<file path="src/rtl/seq_mult.sv">
// seq_mult: radix-2 shift-add sequential multiplier, WIDTH cycles per product.
// Define SEQ_MULT_SIGNED_EN to add the signed_mode port and the two's-complement path.
module seq_mult #(
  parameter int WIDTH = 8
) (
  input  logic               clk,
  input  logic               reset_n,
  input  logic               start,
  input  logic [WIDTH-1:0]   mcand,
  input  logic [WIDTH-1:0]   mplier,
`ifdef SEQ_MULT_SIGNED_EN
  input  logic               signed_mode,
`endif
  output logic               busy,
  output logic               done,
  output logic [2*WIDTH-1:0] q
);
  localparam int CW = $clog2(WIDTH) + 1;
  localparam logic [1:0] IDLE = 2'd0;
  localparam logic [1:0] RUN  = 2'd1;
  localparam logic [1:0] DONE = 2'd2;
  logic [1:0]         state;
  logic [CW-1:0]      cnt;
  logic [2*WIDTH-1:0] acc, acc_nxt;
  logic [WIDTH-1:0]   mc;
  logic [WIDTH:0]     hi_ext, mc_ext, sum;
  logic               last, accept;
  assign last   = cnt == CW'(WIDTH - 1);
  assign accept = start && state != RUN;
  assign busy   = state == RUN;
  assign done   = state == DONE;
`ifdef SEQ_MULT_SIGNED_EN
  logic sm;
  // signed partial sums are sign-extended; the multiplier MSB step subtracts
  always_comb begin
    hi_ext = {sm & acc[2*WIDTH-1], acc[2*WIDTH-1:WIDTH]};
    mc_ext = {sm & mc[WIDTH-1], mc};
    sum    = !acc[0] ? hi_ext : (sm && last) ? hi_ext - mc_ext : hi_ext + mc_ext;
  end
`else
  always_comb begin
    hi_ext = {1'b0, acc[2*WIDTH-1:WIDTH]};
    mc_ext = {1'b0, mc};
    sum    = acc[0] ? hi_ext + mc_ext : hi_ext;
  end
`endif
  // the carry/sign bit of the sum becomes the new accumulator MSB
  assign acc_nxt = {sum, acc[WIDTH-1:1]};
  always_ff @(posedge clk or negedge reset_n) begin
    if (!reset_n) begin
      state <= IDLE;
      cnt   <= '0;
      acc   <= '0;
      mc    <= '0;
      q     <= '0;
`ifdef SEQ_MULT_SIGNED_EN
      sm    <= 1'b0;
`endif
    end else if (accept) begin
      state <= RUN;
      cnt   <= '0;
      acc   <= {{WIDTH{1'b0}}, mplier};
      mc    <= mcand;
`ifdef SEQ_MULT_SIGNED_EN
      sm    <= signed_mode;
`endif
    end else if (state == RUN) begin
      acc <= acc_nxt;
      cnt <= cnt + 1'b1;
      if (last) begin
        state <= DONE;
        q     <= acc_nxt;
      end
    end else if (state == DONE) begin
      state <= IDLE;
    end
  end
endmodule

</file>
<file path="config.mk">
export PLATFORM = sky130hd
export DESIGN_NAME = seq_mult
export DESIGN_NICKNAME = d
export VERILOG_FILES = /design/src/rtl/seq_mult.sv
export SDC_FILE = /design/constraint.sdc
export NUM_CORES = 1
export LEC_CHECK = 0
export ABC_AREA = 1
export BUFFER_PORTS_ARGS = -buffer_cell sky130_fd_sc_hd__buf_2
export CAP_MARGIN = 20
export CORE_MARGIN = 10
export CORE_UTILIZATION = 60
export DETAILED_ROUTE_END_ITERATION = 8
export GPL_ROUTABILITY_DRIVEN = 0
export GPL_TIMING_DRIVEN = 0
export PLACE_DENSITY = 0.84
export SETUP_SLACK_MARGIN = 0.05
export SKIP_LAST_GASP = 1
export SYNTH_ARGS = -nofsm -noshare
export SYNTH_HDL_FRONTEND = slang
export SYNTH_SLANG_ARGS = --single-unit
</file>
<file path="constraint.sdc">
create_clock -name clk -period 3.6 [get_ports clk]
set_clock_uncertainty 0.15 [all_clocks]
set_input_delay 0.36 -clock clk [delete_from_list [all_inputs] [get_ports clk]]
set_output_delay 0.36 -clock clk [all_outputs]
set_load 0.02 [all_outputs]
</file>
==> impl_metrics.toml <==
[synth]
synth_compound_area_share_pct = 11.0
synth_top_family_by_area = "simple AND/OR/NAND/NOR gates"
ys_ff_latch = 46
netlist_area_mm2 = 0.00230
synth-main-ff-cell = "dfrtp_1"
synth_mux_area_share_pct = 0
synth_top_area_share_pct = 50.1
synthArstFlopShare_pct = 100
syn-num-nets = 296
synth_edf_count = 0
yosysWarningCount = 0
synthSimpleGateAreaFrac_pct = 25.4
synth_area_per_cell_um2 = 8.68
synth_area_leader_cell = "dfrtp_1"
synthXorXnorAreaFrac_pct = 0
synth_cells = 265
ys_types = 26
synth_area_leaders = "dfrtp_1 (50%), nand2_1 (16%), ha_1 (6.0%), nand3_1 (4.4%), inv_1 (4.1%)"
ys_seq_area_share_pct = 50.1
synthAdderAreaFrac_pct = 6.86

[final_layout]
fin_nets = 341
final_cell_mix = "nand2_1 (96), dfrtp_1 (46), buf_2 (39)"
final_area_mm2 = 0.00268
diodes = 0
syn_to_final_growth_pct = 16.6
final_layout_size_suffix_gt1_share_pct = 22.3
layout_commonest_cell = "nand2_1"

[critical_path]
slowest_delay_ns = 0.39
worstPathRequired_ns = 3.63
cpMostUsedCell = "nand2_1"
r2r_cells = 10
worstSetupPathType = "reg2reg"
cp_max_fo = 3
crit_chain = "ha_1 > fa_1 > nand2_1 > nand2_1 > nand3b_1 > nand2_1 > nand2_1 > nand3_1 > nand3_1 > nand2_1"
startpoint_type = "register"
crit_arrival_ns = 2.00
cp-end-kind = "register"
crit_slowest_cell = "dfrtp_1"

[global_routing]
first_global_vias = 1826
grt_usage_pct = 15.9
antenna_found_initial = 0
overflow = 0
grt_pass1_wl_um = 8450
grt_max_degree = 47

[floorplanning]
rows = 22
die_w_um = 81.9
die_area_mm2 = 0.00671
die_h_um = 81.9
coreArea_mm2 = 0.00369
start_util_pct = 62.3
io_pins = 37

[pwr]
irDropWorstVdd_mv = 0.397
p_leak_uw = 0.00147
power.density_mw_per_mm2 = 800
finalPower_uw = 2150

[clock_tree]
clk_path_buf_depth = 2
clkLatencyLatePin_ns = 0.30
cts_buffers = 5
cts_tree = "built"
holdBufCountCts = 0
clock-sinks = 46
cts-root-buf = "clkbuf_8"
cts_resized = 0
htree_levels = 2
cts_setup_buffers = 0
clk_pin_slew_worst_paths_ns = 0.08

[min_path]
hp-class = "in2reg"
whs_path_depth = 3

[timing]
tightest_slew_ns = 0.478
final.period_utilization_pct = 54.7
max_freq_mhz = 508
slew_violations = 0
layout_setup_ws_ns = 1.63
rsz0062_at_grt = "no"
period_needed_ns = 1.97
finalHoldViolCount = 0
slew_headroom_pct = 68.1
setup_viol = 0
fin_tns_setup_ns = 0
fin_hold_ws_ns = 0.107

[flow_run]
drv_cap = 0

[placement]
placed_area_mm2 = 0.00254
port_buffers = 36
post-place-ws_ns = 1.66
dp_hpwl_um = 3750

[routing]
via_count = 1940
via_per_inst = 5.42
drt_iter0_drc = 132
drcViolationCount = 0
ant_nets = 0
wl_um = 5080
wire_per_inst_um = 14.2
firstDrtPassIters = 4

[run_status]
status = "finished clean"
[sequential cells by signal (all words and copies together), names as in the netlist]
name / count
acc: 16
q: 16
state: 2
cnt: 4
mc: 8
[area by class of cell]
cell class                      count  area (µm²)
Buffer                              7        48.8
Clock buffer                        6        82.6
Clock inverter                      1        30.0
Fill cell                         313        1010
Inverter                           28         105
Multi-Input combinational cell    184         995
Sequential cell                    46        1150
Tap cell                           48        60.1
Timing Repair Buffer               38         210
[through the flow]
stage | instances | util, %
6_report | 358 | 72.7
5_1_grt | 358 | 72.7
4_1_cts | 356 | 71.9
3_5_place_dp | 349 | 68.9
3_3_place_gp | 349 | 68.9
2_1_floorplan | 265 | -
[synth_stat cells, types with 2 or more instances]
cell type / number
o22ai_1: 2
inv_2: 3
nor2_1: 6
nand3_1: 20
buf_2: 3
nand2_1: 96
a22o_1: 2
dfrtp_1: 46
nand3b_1: 4
nor2_4: 2
ha_1: 11
buf_6: 2
inv_1: 25
o21ai_2: 8
or2_2: 4
o221ai_1: 7
o21ai_0: 11
a21oi_1: 5
[final timing paths]
kind	from	end	slack, ns
max in group asynchronous	reset_n	state[0]	2.62
worst max-delay path	acc[8]	q[13]	1.63
worst min-delay path	mcand[4]	mc[4]	0.11
worst min register to register	q[7]	q[7]	0.33
min in group asynchronous	reset_n	q[9]	0.25
worst max register to register	acc[8]	q[13]	1.63
[report_power, final]
group | switching (µW) | total, µW | internal (µW)
Sequential | 107 | 795 | 688
Clock | 167 | 389 | 222
Combinational | 611 | 962 | 351
Total | 886 | 2150 | 1260
[logic make-up (layout without fill, tap and decap cells)]
group / count (synthesis) / in the layout
flip-flops: 46 / 46
adder cells (fa/ha/maj): 12 / 12
AO/OA/AOI/OAI: 37 / 37
buffers and inverters: 35 / 80
AND/OR/NAND/NOR: 135 / 135
[routing by layer]
metal	track usage (%)	vias up	wire, µm
li1	-	952	-
met1	19.9	930	2140
met2	26.3	51	2500
met3	3.60	7	358
met4	5.78	0	80
met5	0	-	0
[critical path: cells and delay by family, from the launching register on]
kind	cells	cell delay, ns
adder cells (fa/ha/maj)	2	0.62
AND/OR/NAND/NOR	8	0.70
flip-flops	1	0.39
(Power assumes the default switching activity.)
